`config.mk`:
```
export PLATFORM = sky130hd
export DESIGN_NAME = mem_port_arbiter_flat
export DESIGN_NICKNAME = d
export VERILOG_FILES = /design/src/rtl/rv32_mem_pkg.sv /design/src/rtl/mem_port_arbiter_if.sv /design/src/rtl/arb_starve_counter.sv /design/src/rtl/mem_port_arbiter.sv /design/src/flat_wrapper.sv
export SDC_FILE = /design/constraint.sdc
export NUM_CORES = 1
export LEC_CHECK = 0
export BUFFER_PORTS_ARGS = -buffer_cell sky130_fd_sc_hd__buf_2
export CAP_MARGIN = 5
export CORE_MARGIN = 8
export CORE_UTILIZATION = 48
export CTS_CLUSTER_DIAMETER = 100
export DETAILED_ROUTE_END_ITERATION = 7
export GPL_TIMING_DRIVEN = 0
export MAX_ROUTING_LAYER = met4
export PLACE_DENSITY = 0.86
export SLEW_MARGIN = 20
export SYNTH_ARGS = -nofsm -noshare
export SYNTH_HDL_FRONTEND = slang
export SYNTH_HIERARCHICAL = 1
export SYNTH_SLANG_ARGS = --single-unit
```
`constraint.sdc`:
```
create_clock -name clk -period 5.1 [get_ports clk]
set_clock_uncertainty 0.05 [all_clocks]
set_input_delay 0.51 -clock clk [delete_from_list [all_inputs] [get_ports clk]]
set_output_delay 0.51 -clock clk [all_outputs]
set_load 0.005 [all_outputs]
```
`src/rtl/rv32_mem_pkg.sv`:
```
// Shared memory-port types: arbiter FSM states and RV32 load/store size codes.
// latency: n/a; backpressure: n/a.
package rv32_mem_pkg;

    typedef enum logic [1:0] {
        IDLE    = 2'd0,
        IF_WAIT = 2'd1,
        D_WAIT  = 2'd2
    } arb_state_t;

    localparam logic [2:0] LB  = 3'b000;
    localparam logic [2:0] LH  = 3'b001;
    localparam logic [2:0] LW  = 3'b010;
    localparam logic [2:0] LBU = 3'b100;
    localparam logic [2:0] LHU = 3'b101;
    localparam logic [2:0] SB  = 3'b000;
    localparam logic [2:0] SH  = 3'b001;
    localparam logic [2:0] SW  = 3'b010;

    localparam logic [2:0] FETCH_FUNCT3 = LW;

endpackage

```
`src/rtl/mem_port_arbiter_if.sv`:
```
// Requester and memory-side signal bundle of the memory port arbiter.
// latency: n/a; backpressure: requests are held until the matching valid pulse.
interface mem_port_arbiter_if #(
    parameter int ADDR_W = 32,
    parameter int DATA_W = 32
);
    logic              if_req;
    logic [ADDR_W-1:0] if_addr;
    logic [DATA_W-1:0] if_rdata;
    logic              if_valid;
    logic              if_stall;

    logic              d_req;
    logic              d_we;
    logic [2:0]        d_funct3;
    logic [ADDR_W-1:0] d_addr;
    logic [DATA_W-1:0] d_wdata;
    logic [DATA_W-1:0] d_rdata;
    logic              d_valid;
    logic              d_stall;

    logic              mem_req;
    logic              mem_we;
    logic [2:0]        mem_funct3;
    logic [ADDR_W-1:0] mem_addr;
    logic [DATA_W-1:0] mem_wdata;
    logic              mem_ready;
    logic [DATA_W-1:0] mem_rdata;

    // arbiter side
    modport slave (
        input  if_req, if_addr, d_req, d_we, d_funct3, d_addr, d_wdata,
               mem_ready, mem_rdata,
        output if_rdata, if_valid, if_stall, d_rdata, d_valid, d_stall,
               mem_req, mem_we, mem_funct3, mem_addr, mem_wdata
    );

    // requesters plus memory
    modport master (
        output if_req, if_addr, d_req, d_we, d_funct3, d_addr, d_wdata,
               mem_ready, mem_rdata,
        input  if_rdata, if_valid, if_stall, d_rdata, d_valid, d_stall,
               mem_req, mem_we, mem_funct3, mem_addr, mem_wdata
    );
endinterface

```
`src/rtl/arb_starve_counter.sv`:
```
// Counts data grants won while a fetch waits; starved flags the fetch's turn.
// latency: 1 cycle inc/clr to starved; backpressure: saturates at LIMIT.
module arb_starve_counter #(
    parameter int LIMIT = 4
) (
    input  logic clk,
    input  logic rst,
    input  logic inc,
    input  logic clr,
    output logic starved
);
    logic [3:0] cnt;

    always_ff @(posedge clk) begin
        if (rst) begin
            cnt <= 4'd0;
        end else if (clr) begin
            cnt <= 4'd0;
        end else if (inc && (cnt != 4'(LIMIT))) begin
            cnt <= cnt + 4'd1;
        end
    end

    assign starved = (cnt == 4'(LIMIT));
endmodule

```
`src/rtl/mem_port_arbiter.sv`:
```
// Shares one memory port between fetch and data requesters, data first with a starvation bound.
// latency: 2 cycles request to valid minimum; backpressure: stall held until the valid pulse.
module mem_port_arbiter
    import rv32_mem_pkg::*;
#(
    parameter int ADDR_W     = 32,
    parameter int DATA_W     = 32,
    parameter int STARVE_MAX = 4
) (
    input  logic clk,
    input  logic rst,
    input  logic enable,
    mem_port_arbiter_if.slave bus
);
    arb_state_t state;
    logic if_pend, d_pend, idle_go, grant_if, grant_d, starved, cnt_inc, cnt_clr;

    // a requester's req in its own valid cycle is the completed one, not a new one
    assign if_pend  = bus.if_req && !bus.if_valid;
    assign d_pend   = bus.d_req  && !bus.d_valid;
    assign idle_go  = (state == IDLE) && enable;
    assign grant_d  = idle_go && d_pend && !(if_pend && starved);
    assign grant_if = idle_go && if_pend && !grant_d;

    assign cnt_inc = grant_d && bus.if_req;
    assign cnt_clr = grant_if || (grant_d && !bus.if_req);

    assign bus.if_stall = bus.if_req && !bus.if_valid;
    assign bus.d_stall  = bus.d_req  && !bus.d_valid;

    arb_starve_counter #(.LIMIT(STARVE_MAX)) u_starve (
        .clk     (clk),
        .rst     (rst),
        .inc     (cnt_inc),
        .clr     (cnt_clr),
        .starved (starved)
    );

    always_ff @(posedge clk) begin
        if (rst) begin
            state          <= IDLE;
            bus.mem_req    <= 1'b0;
            bus.mem_we     <= 1'b0;
            bus.mem_funct3 <= 3'b000;
            bus.mem_addr   <= {ADDR_W{1'b0}};
            bus.mem_wdata  <= {DATA_W{1'b0}};
            bus.if_rdata   <= {DATA_W{1'b0}};
            bus.d_rdata    <= {DATA_W{1'b0}};
            bus.if_valid   <= 1'b0;
            bus.d_valid    <= 1'b0;
        end else begin
            bus.if_valid <= 1'b0;
            bus.d_valid  <= 1'b0;
            case (state)
                IDLE: begin
                    if (grant_d) begin
                        bus.mem_req    <= 1'b1;
                        bus.mem_we     <= bus.d_we;
                        bus.mem_funct3 <= bus.d_funct3;
                        bus.mem_addr   <= bus.d_addr;
                        bus.mem_wdata  <= bus.d_wdata;
                        state          <= D_WAIT;
                    end else if (grant_if) begin
                        bus.mem_req    <= 1'b1;
                        bus.mem_we     <= 1'b0;
                        bus.mem_funct3 <= FETCH_FUNCT3;
                        bus.mem_addr   <= bus.if_addr;
                        state          <= IF_WAIT;
                    end
                end
                IF_WAIT: begin
                    if (bus.mem_ready) begin
                        bus.mem_req  <= 1'b0;
                        bus.if_rdata <= bus.mem_rdata;
                        bus.if_valid <= 1'b1;
                        state        <= IDLE;
                    end
                end
                D_WAIT: begin
                    if (bus.mem_ready) begin
                        bus.mem_req <= 1'b0;
                        if (!bus.mem_we) begin
                            bus.d_rdata <= bus.mem_rdata;
                        end
                        bus.d_valid <= 1'b1;
                        state       <= IDLE;
                    end
                end
                default: state <= IDLE;
            endcase
        end
    end
endmodule

```
`src/flat_wrapper.sv`:
```
// flat-port wrapper written by rule: the top's interface ports become plain ports
module mem_port_arbiter_flat import rv32_mem_pkg::*;
#(
    parameter int ADDR_W     = 32,
    parameter int DATA_W     = 32,
    parameter int STARVE_MAX = 4
)
  (clk, rst, enable, bus_if_req, bus_if_addr, bus_d_req, bus_d_we, bus_d_funct3, bus_d_addr, bus_d_wdata, bus_mem_ready, bus_mem_rdata, bus_if_rdata, bus_if_valid, bus_if_stall, bus_d_rdata, bus_d_valid, bus_d_stall, bus_mem_req, bus_mem_we, bus_mem_funct3, bus_mem_addr, bus_mem_wdata);
  mem_port_arbiter_if #(.ADDR_W(ADDR_W), .DATA_W(DATA_W)) bus_i ();
  input  logic clk;
  input  logic rst;
  input  logic enable;
  input wire logic [$bits(bus_i.if_req)-1:0] bus_if_req;
  input wire logic [$bits(bus_i.if_addr)-1:0] bus_if_addr;
  input wire logic [$bits(bus_i.d_req)-1:0] bus_d_req;
  input wire logic [$bits(bus_i.d_we)-1:0] bus_d_we;
  input wire logic [$bits(bus_i.d_funct3)-1:0] bus_d_funct3;
  input wire logic [$bits(bus_i.d_addr)-1:0] bus_d_addr;
  input wire logic [$bits(bus_i.d_wdata)-1:0] bus_d_wdata;
  input wire logic [$bits(bus_i.mem_ready)-1:0] bus_mem_ready;
  input wire logic [$bits(bus_i.mem_rdata)-1:0] bus_mem_rdata;
  output wire logic [$bits(bus_i.if_rdata)-1:0] bus_if_rdata;
  output wire logic [$bits(bus_i.if_valid)-1:0] bus_if_valid;
  output wire logic [$bits(bus_i.if_stall)-1:0] bus_if_stall;
  output wire logic [$bits(bus_i.d_rdata)-1:0] bus_d_rdata;
  output wire logic [$bits(bus_i.d_valid)-1:0] bus_d_valid;
  output wire logic [$bits(bus_i.d_stall)-1:0] bus_d_stall;
  output wire logic [$bits(bus_i.mem_req)-1:0] bus_mem_req;
  output wire logic [$bits(bus_i.mem_we)-1:0] bus_mem_we;
  output wire logic [$bits(bus_i.mem_funct3)-1:0] bus_mem_funct3;
  output wire logic [$bits(bus_i.mem_addr)-1:0] bus_mem_addr;
  output wire logic [$bits(bus_i.mem_wdata)-1:0] bus_mem_wdata;
  assign bus_i.if_req = bus_if_req;
  assign bus_i.if_addr = bus_if_addr;
  assign bus_i.d_req = bus_d_req;
  assign bus_i.d_we = bus_d_we;
  assign bus_i.d_funct3 = bus_d_funct3;
  assign bus_i.d_addr = bus_d_addr;
  assign bus_i.d_wdata = bus_d_wdata;
  assign bus_i.mem_ready = bus_mem_ready;
  assign bus_i.mem_rdata = bus_mem_rdata;
  assign bus_if_rdata = bus_i.if_rdata;
  assign bus_if_valid = bus_i.if_valid;
  assign bus_if_stall = bus_i.if_stall;
  assign bus_d_rdata = bus_i.d_rdata;
  assign bus_d_valid = bus_i.d_valid;
  assign bus_d_stall = bus_i.d_stall;
  assign bus_mem_req = bus_i.mem_req;
  assign bus_mem_we = bus_i.mem_we;
  assign bus_mem_funct3 = bus_i.mem_funct3;
  assign bus_mem_addr = bus_i.mem_addr;
  assign bus_mem_wdata = bus_i.mem_wdata;
  mem_port_arbiter #(.ADDR_W(ADDR_W), .DATA_W(DATA_W), .STARVE_MAX(STARVE_MAX)) u_core (.clk(clk), .rst(rst), .enable(enable), .bus(bus_i));
endmodule
```
==> results.cfg, run 1 <==
[synthesis]
synth_cells = 636
syn_nets = 780
ys_warn_count = 6
synth_seq_cells = 141
yosysSeqAreaShare = 0.549
yosys.cell_types.count = 34
synth_area_per_cell_sq_um = 8.09
syn_area_sq_um = 5140

[placed_design]
gp_congestion = 0.935
port_buffers = 274
dp_hpwl_microns = 13400

[power_and_ir_drop]
power_density_nw_per_um2 = 384
p_leak_nw = 3.34
peakVddDrop_uv = 232

[routing]
drc = 0
routed_via_density = 5.05
wl_met2_microns = 8770
routed.top_layer = met4
drt-initial-drc-count = 437
dr_wl_met3_microns = 1310
first_pass_iters = 5
vias = 5447
wl_microns = 17600
wl_met1_microns = 7080
wl_per_cell_microns = 16.3
antenna_left = 0

[critical_path]
cpMaxStageDelayCell = a211oi_4
cp_max_fo = 10
path_common_cell = nor2_1
critPathLaunchType = flip-flop
arrival_ns = 2.93
crit_path_end_kind = flip-flop
cp_cell_sequence = inv_1 > ha_1 > nand3b_1 > inv_2 > a211oi_4 > and2_1 > nor2_1 > nor2_1 > nor4b_2 > a31o_1
cp.required_ns = 5.51
slowest_delay_ns = 0.47
crit_buf_inv = 2
worst-setup-path-type = flip-flop to flip-flop
path_delay_family = simple AND/OR/NAND/NOR gates

[clock_tree]
cts_tree = done
cts_resized = 0
htreeDepth = 4
ctsHoldBuffers = 0
cts_setup_buffers = 0
cts_inserted_buffers = 17
clkLatencyLatePin_ns = 0.52
clk_pin_slew_ns = 0.06
clockRootBuffer = clkbuf_8
cts.sinks = 141
ctsLongestPathBuffers = 2

[die]
core_sq_um = 10400
die_y_microns = 120
ios = 275
dieArea_sq_um = 14300
initial_utilization = 0.496
rows = 37
fp.dieW_microns = 120

[global_route]
grt_pass1_vias = 5355
gr-total-overflow = 0
antenna_found_initial = 1
grt_usage = 0.244
grt_start_max_net_pins = 17
grt_pass1_wl_microns = 27000

[sta]
slew_viol_final = 0
finalSetupViolCount = 0
period_needed_ns = 2.52
finalHoldViolations = 0
relSlewSlack = 0.585
post-route-period-util = 0.494
holdWs_ns = 0.151
rsz0062_at_grt = no
fmax_mhz = 397
setup_tns_ns = 0
tightest_slew_ns = 0.623

[layout]
synthToLayoutAreaGrowth_pct = 40.6
final_common_cell = buf_2
final_cell_mix = buf_2, nand2_1, dfxtp_1, a21oi_1, nor2_1
nNetsFinal = 1073
drive_gt1_frac = 0.346
fillCellCount = 859

[min_path]
hold_class = input pin to flip-flop

[job]
max-cap-violations = 0

[status]
status = completed
cell type report:
cell class	count	area, sq um	area share
antenna	1	2.50	0.000346
buffer	46	194	0.0268
clock buffer	27	512	0.0708
clock inverter	5	30.0	0.00415
inverter	9	33.8	0.00467
multi-input combinational	440	2090	0.289
sequential	141	2820	0.391
tap	136	170	0.0235
timing repair buffer	274	1370	0.190
flip-flops by register name, summed over array words and instances, names as in the netlist:
signal	cells
u_core/bus.mem_wdata	32
u_core/bus.d_rdata	32
u_core/bus.mem_we	1
u_core/bus.if_rdata	32
u_core/bus.if_valid	1
u_core/bus.mem_funct3	3
u_core/u_starve/cnt	4
u_core/bus.mem_req	1
u_core/bus.mem_addr	32
u_core/state	2
u_core/bus.d_valid	1
cell families after synthesis:
logic type	count (synthesis)	share of synthesized area
AND/OR/NAND/NOR	286	0.228
flip-flops	141	0.549
AO/OA/AOI/OAI	147	0.163
adder cells (fa/ha/maj)	6	0.0146
multiplexers	1	0.00195
buffers and inverters	55	0.0443
where the power goes:
part | internal (mW) | leakage [nW] | switching [mW]
Clock | 0.673 | 0.264 | 0.441
Combinational | 0.186 | 1.92 | 0.248
Sequential | 1.19 | 1.15 | 0.0412
Total | 2.05 | 3.34 | 0.729
worst paths after layout:
path                                        startpoint  cells past startpoint                                    to  slack, ns
setup reg to reg   u_core/u_starve/cnt[0]$_SDFFE_PP0P_                     10   u_core/u_starve/cnt[3]$_SDFFE_PP0P_       2.58
hold / removal                                     rst                      2   u_core/u_starve/cnt[2]$_SDFFE_PP0P_       0.15
hold reg to reg   u_core/bus.if_rdata[21]$_SDFFE_PP0P_                      2  u_core/bus.if_rdata[21]$_SDFFE_PP0P_       0.40
setup / recovery   u_core/u_starve/cnt[0]$_SDFFE_PP0P_                     10   u_core/u_starve/cnt[3]$_SDFFE_PP0P_       2.58
metrics by stage:
step / cell area, sq um / utilization / instances / power, mW / setup slack (ns)
finish: 7230 / 0.697 / 1079 / 2.77 / 2.58
detailed placement: 6680 / 0.645 / 1046 / 1.68 / 2.52
global placement: 6680 / 0.645 / 1046 / 1.67 / 2.55
floorplan: 5140 / - / 636 / 1.47 / 3.00
CTS: 7230 / 0.697 / 1078 / 2.79 / 2.55
global route: 7230 / 0.697 / 1079 / 2.89 / 2.32
synthesized netlist by cell type:
master | n | area share
or2_2 | 1 | 0.0012
nand4_2 | 1 | 0.0024
a21o_1 | 1 | 0.0015
nand2b_1 | 3 | 0.0037
nand3b_1 | 1 | 0.0015
nor4_2 | 1 | 0.0024
o22ai_1 | 33 | 0.040
mux2i_1 | 1 | 0.0019
a22oi_1 | 3 | 0.0044
and2_1 | 2 | 0.0024
nor2_1 | 43 | 0.031
clkbuf_1 | 31 | 0.023
o21ai_0 | 1 | 0.00097
o2111ai_1 | 1 | 0.0017
a21oi_1 | 99 | 0.096
nor3_1 | 32 | 0.031
ha_1 | 6 | 0.015
a31o_1 | 1 | 0.0017
o21ai_1 | 1 | 0.00097
a21oi_2 | 1 | 0.0017
inv_1 | 7 | 0.0051
buf_4 | 1 | 0.0015
nand2_1 | 195 | 0.14
nor4b_2 | 1 | 0.0029
inv_2 | 2 | 0.0015
nand3_1 | 4 | 0.0039
a211o_1 | 1 | 0.0017
nor2b_1 | 2 | 0.0024
dfxtp_1 | 141 | 0.55
a311oi_1 | 1 | 0.0017
a211oi_4 | 1 | 0.0039
buf_2 | 14 | 0.014
a311oi_2 | 1 | 0.0029
a21boi_1 | 2 | 0.0029
layer usage:
metal | vias to the layer above | GRT usage
li1 | 2704 | -
met1 | 2483 | 0.271
met2 | 224 | 0.401
met3 | 36 | 0.0717
met4 | 0 | 0.107
met5 | - | -
(Power assumes the default switching activity.)
==> run 2, diff against run 1 <==
- CORE_UTILIZATION: 48 -> 45
- PLACE_DENSITY: 0.86 -> 0.81
- clock period: 5.1 -> 2.57 ns (I/O delays scaled with it)
==> results.cfg, run 2 (same netlist as run 1, synthesis figures left out) <==
[power_and_ir_drop]
power_density_nw_per_um2 = 783
p_leak_nw = 3.37
peakVddDrop_uv = 466

[layout]
nNetsFinal = 1076
drive_gt1_frac = 0.351
synthToLayoutAreaGrowth_pct = 42.3
final_cell_mix = buf_2, nand2_1, dfxtp_1, a21oi_1, nor2_1
multi_input_area_sq_um = 2090
seq_area_sq_um = 2820
final_common_cell = buf_2
fillCellCount = 1012

[clock_tree]
ctsLongestPathBuffers = 2
cts_resized = 0
clkLatencyLatePin_ns = 0.40
cts_inserted_buffers = 17
cts.sinks = 141
htreeDepth = 4
clockRootBuffer = clkbuf_16
clk_pin_slew_ns = 0.06
cts_tree = done

[sta]
finalSetupViolCount = 0
finalHoldViolations = 0
post-route-period-util = 0.901
slew_viol_final = 0
rsz0062_at_grt = no
fin_ws_ns = 0.254
period_needed_ns = 2.32
holdWs_ns = 0.0390
fmax_mhz = 432
setup_tns_ns = 0
tightest_slew_ns = 0.593
relSlewSlack = 0.604

[die]
core_sq_um = 11300
initial_utilization = 0.456
fp.dieW_microns = 123
die_y_microns = 123
rows = 39
dieArea_sq_um = 15100
ios = 275

[routing]
antenna_left = 0
wl_per_cell_microns = 15.8
drt-initial-drc-count = 355
first_pass_iters = 4
vias = 5375
drc = 0
wl_microns = 17200
routed_via_density = 4.94

[placed_design]
port_buffers = 274
dp_hpwl_microns = 13400
gp_congestion = 0.874
place_ws_ns = 0.0652

[global_route]
grt_start_max_net_pins = 17
grt_pass1_wl_microns = 26100
grt_usage = 0.227
antenna_found_initial = 1
gr-total-overflow = 0
grt_pass1_vias = 5303

[status]
status = completed

[critical_path]
crit_path_end_kind = flip-flop
cp_max_fo = 7
worst-setup-path-type = flip-flop to flip-flop
critPathLaunchType = flip-flop
arrival_ns = 2.61
cp.required_ns = 2.87

[min_path]
hold_class = input pin to flip-flop

[job]
max-cap-violations = 0
-- run 2: power by group --
group	leakage (nW)	internal, mW	switching (mW)	total [mW]
logic	1.94	0.374	0.484	0.858
registers	1.15	2.35	0.0832	2.44
clock network	0.288	1.47	0.966	2.44
total	3.37	4.20	1.53	5.73
-- run 2: path summary, 6_finish.rpt --
check	slack (ns)	cells after the start	to	from
setup reg to reg	0.25	10	u_core/u_starve/cnt[3]$_SDFFE_PP0P_	u_core/u_starve/cnt[0]$_SDFFE_PP0P_
hold reg to reg	0.40	2	u_core/bus.if_rdata[30]$_SDFFE_PP0P_	u_core/bus.if_rdata[30]$_SDFFE_PP0P_
hold / removal	0.04	3	u_core/bus.mem_wdata[13]$_SDFFE_PP0P_	bus_d_wdata[13]
setup / recovery	0.25	10	u_core/u_starve/cnt[3]$_SDFFE_PP0P_	u_core/u_starve/cnt[0]$_SDFFE_PP0P_
-- run 2: critical path: stages, from the launching register on --
cell and delay [ns]:
dfxtp_1 0.38, inv_1 0.08, ha_1 0.19, nand3b_1 0.14
inv_2 0.11, a211oi_4 0.32, and2_1 0.31, nor2_1 0.11
nor2_1 0.20, nor4b_2 0.24, a31o_1 0.12
-- run 2: what timing repair did --
action	CTS	global route
setup endpoints to repair	0	1
endpoints found under the hold margin	1	0
hold buffers	1	0
setup buffers	0	2
-- run 2: layout make-up --
cell class              count  area share
flip-flops and latches    141       0.386
well taps                 143      0.0244
diodes                      1    0.000342
multi-input cells         440       0.286
inverters                   9     0.00462
repair buffers            277       0.191
clock inverters            14      0.0217
clock buffers              18      0.0600
plain buffers              46      0.0265
-- run 2: metal layers --
metal / wire [microns] / global-route usage
met2: 8430 / 0.366
met3: 1440 / 0.0658
met4: 367 / 0.0876
met1: 6990 / 0.264
met5: 0 / -
-- run 2: metrics by stage --
stage | power, mW | instances | utilization | instance area [sq um]
after floorplan | 2.92 | 636 | - | 5140
after global placement | 3.32 | 1053 | 0.594 | 6690
after detailed placement | 3.34 | 1053 | 0.594 | 6690
after CTS | 5.78 | 1086 | 0.648 | 7300
after global routing | 6.00 | 1089 | 0.649 | 7320
final | 5.73 | 1089 | 0.649 | 7320
==> run 3, diff against run 2 <==
- ABC_AREA: not set -> 1
- PLACE_DENSITY: 0.81 -> 0.8
- RECOVER_POWER: not set -> 25
==> results.cfg, run 3 <==
[status]
status = completed

[clock_tree]
cts.sinks = 141
cts_resized = 0
cts_inserted_buffers = 17
cts_tree = done
clkLatencyLatePin_ns = 0.41
clk_pin_slew_ns = 0.06
htreeDepth = 4
ctsHoldBuffers = 0
cts_setup_buffers = 0
ctsLongestPathBuffers = 2
clockRootBuffer = clkbuf_16

[synthesis]
yosysTopAreaCellShare = 0.519
syn_area_sq_um = 5440
synth_area_per_cell_sq_um = 7.78
yosys.area.top_type = dfxtp_1
synth-edff-count = 0
async_flop_share = 0
synth_cells = 699
synth-xor-area-share = 0
netlist_top_cells_count = nor2_1, o21ai_0, dfxtp_1
synth_adder_area_share = 0.0138
synth_top_family_by_area = simple AND/OR/NAND/NOR gates
yosysSeqAreaShare = 0.519
synth_ff_type = dfxtp_1
synth_compound_area_frac = 0.187
yosys.cell_types.count = 27
ys_warn_count = 6
synth_seq_cells = 141
synthMuxAreaShare = 0
syn_nets = 843
netlist_top_cells_area = dfxtp_1, o21ai_0, nor2_1, a21oi_1, nand2_1
synth.most_common_cell = nor2_1
synth_simple_gate_area_frac = 0.217

[layout]
final_util = 0.633
final_common_cell = buf_2
final_cell_mix = buf_2, nor2_1, o21ai_0, dfxtp_1, clkbuf_1
seq_area_sq_um = 2820
nNetsFinal = 1136
drive_gt1_frac = 0.285
fillCellCount = 1131
multi_input_area_sq_um = 2280
synthToLayoutAreaGrowth_pct = 38.7

[min_path]
hold_class = input pin to flip-flop

[die]
fp.dieW_microns = 126
die_y_microns = 126
ios = 275
core_sq_um = 11900
rows = 40
dieArea_sq_um = 15900
initial_utilization = 0.457

[power_and_ir_drop]
finalPower_mw = 5.86
p_leak_nw = 3.52
peakVddDrop_uv = 513
power_density_nw_per_um2 = 776

[critical_path]
worst-setup-path-type = flip-flop to flip-flop
cp_cell_sequence = inv_1 > ha_1 > nand3_2 > inv_1 > nand3_2 > nand3_4 > buf_2 > nor2_1 > nor2_1 > nor2_1 > o21ai_0 > nor2_1
crit_path_end_kind = flip-flop
path_common_cell = nor2_1
path_delay_family = simple AND/OR/NAND/NOR gates
crit-reg2reg-capture = u_core/u_starve/cnt[0]$_SDFFE_PP0P_
endpoint = u_core/u_starve/cnt[0]$_SDFFE_PP0P_
cp_max_fo = 10
cp.required_ns = 2.87
arrival_ns = 2.42
critPathLaunchType = flip-flop
critical_path_cell_count = 12
crit_buf_inv = 3
rr_worst_depth = 12
startpoint = u_core/u_starve/cnt[0]$_SDFFE_PP0P_
reg2reg_slack_ns = 0.44
regToRegStartpoint = u_core/u_starve/cnt[0]$_SDFFE_PP0P_
slowest_delay_ns = 0.35
cpMaxStageDelayCell = dfxtp_1

[sta]
slew_viol_final = 0
fmax_mhz = 471
period_needed_ns = 2.13
finalHoldViolations = 0
tightest_slew_ns = 0.532
setup_tns_ns = 0
relSlewSlack = 0.645
rsz0062_at_grt = no
holdWs_ns = 0.0307
finalSetupViolCount = 0
post-route-period-util = 0.827

[routing]
wl_microns = 18100
drt-initial-drc-count = 413
drc = 0
first_pass_iters = 5
vias = 5676
antenna_left = 0
wl_per_cell_microns = 15.7
routed_via_density = 4.92

[global_route]
grt_pass1_wl_microns = 28600
grt_start_max_net_pins = 17
grt_pass1_vias = 5604
gr-total-overflow = 0
antenna_found_initial = 1
grt_usage = 0.233

[job]
max-cap-violations = 0

[placed_design]
dp_hpwl_microns = 13700
gp_congestion = 0.825
port_buffers = 274
==> run 3: layout make-up <==
class	instances	area share
Clock inverter	10	0.0181
Buffer	47	0.0325
Timing Repair Buffer	274	0.172
Multi-Input combinational cell	486	0.302
Tap cell	147	0.0244
Sequential cell	141	0.374
Clock buffer	22	0.0642
Inverter	25	0.0124
Antenna cell	1	0.000332
==> run 3: logic make-up after synthesis <==
kind of cell / Yosys count
flip-flops: 141
adder cells (fa/ha/maj): 6
AO/OA/AOI/OAI: 201
AND/OR/NAND/NOR: 279
buffers and inverters: 72
==> run 3: worst min-delay path by stage <==
stage                                            endpoint  slack [ns]  cells past startpoint                                   from
detailed placement  u_core/bus.mem_funct3[2]$_SDFFE_PP0P_        0.40                      2  u_core/bus.mem_funct3[2]$_SDFFE_PP0P_
global placement    u_core/bus.mem_funct3[0]$_SDFFE_PP0P_        0.40                      2  u_core/bus.mem_funct3[0]$_SDFFE_PP0P_
global route          u_core/bus.d_rdata[26]$_SDFFE_PP0P_        0.03                      3                      bus_mem_rdata[26]
CTS                   u_core/bus.d_rdata[29]$_SDFFE_PP0P_       0.006                      3                      bus_mem_rdata[29]
floorplan              u_core/bus.d_rdata[0]$_SDFFE_PP0P_        0.34                      2                       bus_mem_rdata[0]
finish                 u_core/bus.d_rdata[1]$_SDFFE_PP0P_        0.03                      3                       bus_mem_rdata[1]
==> run 3: where the power goes <==
| group | switching, mW | internal [mW] | total, mW |
|---|---|---|---|
| clock | 0.894 | 1.62 | 2.52 |
| combinational | 0.504 | 0.367 | 0.871 |
| sequential | 0.0903 | 2.38 | 2.47 |
| total | 1.49 | 4.37 | 5.86 |
==> run 3: per-stage QoR <==
step	instances	setup slack, ns	cell area (sq um)
after detailed placement	1120	0.454	6990
after global routing	1153	0.219	7540
final	1153	0.445	7540
after CTS	1152	0.441	7610
after floorplan	699	0.766	5440
after global placement	1120	0.480	6990
==> run 3: worst reg2reg max path: cells and delay by family, from the launching register on <==
kind,cells,cell delay (ns)
adders and majority gates,1,0.21
buffers and inverters,3,0.36
DFF,1,0.35
and+or+nand+nor,7,0.97
AOI/OAI and AO/OA,1,0.13
==> run 3: per-layer routing <==
metal	GRT usage	vias up	routed length, microns
li1	-	2859	-
met1	0.247	2564	7360
met2	0.388	223	8830
met3	0.0827	30	1500
met4	0.0955	0	384
met5	-	-	0
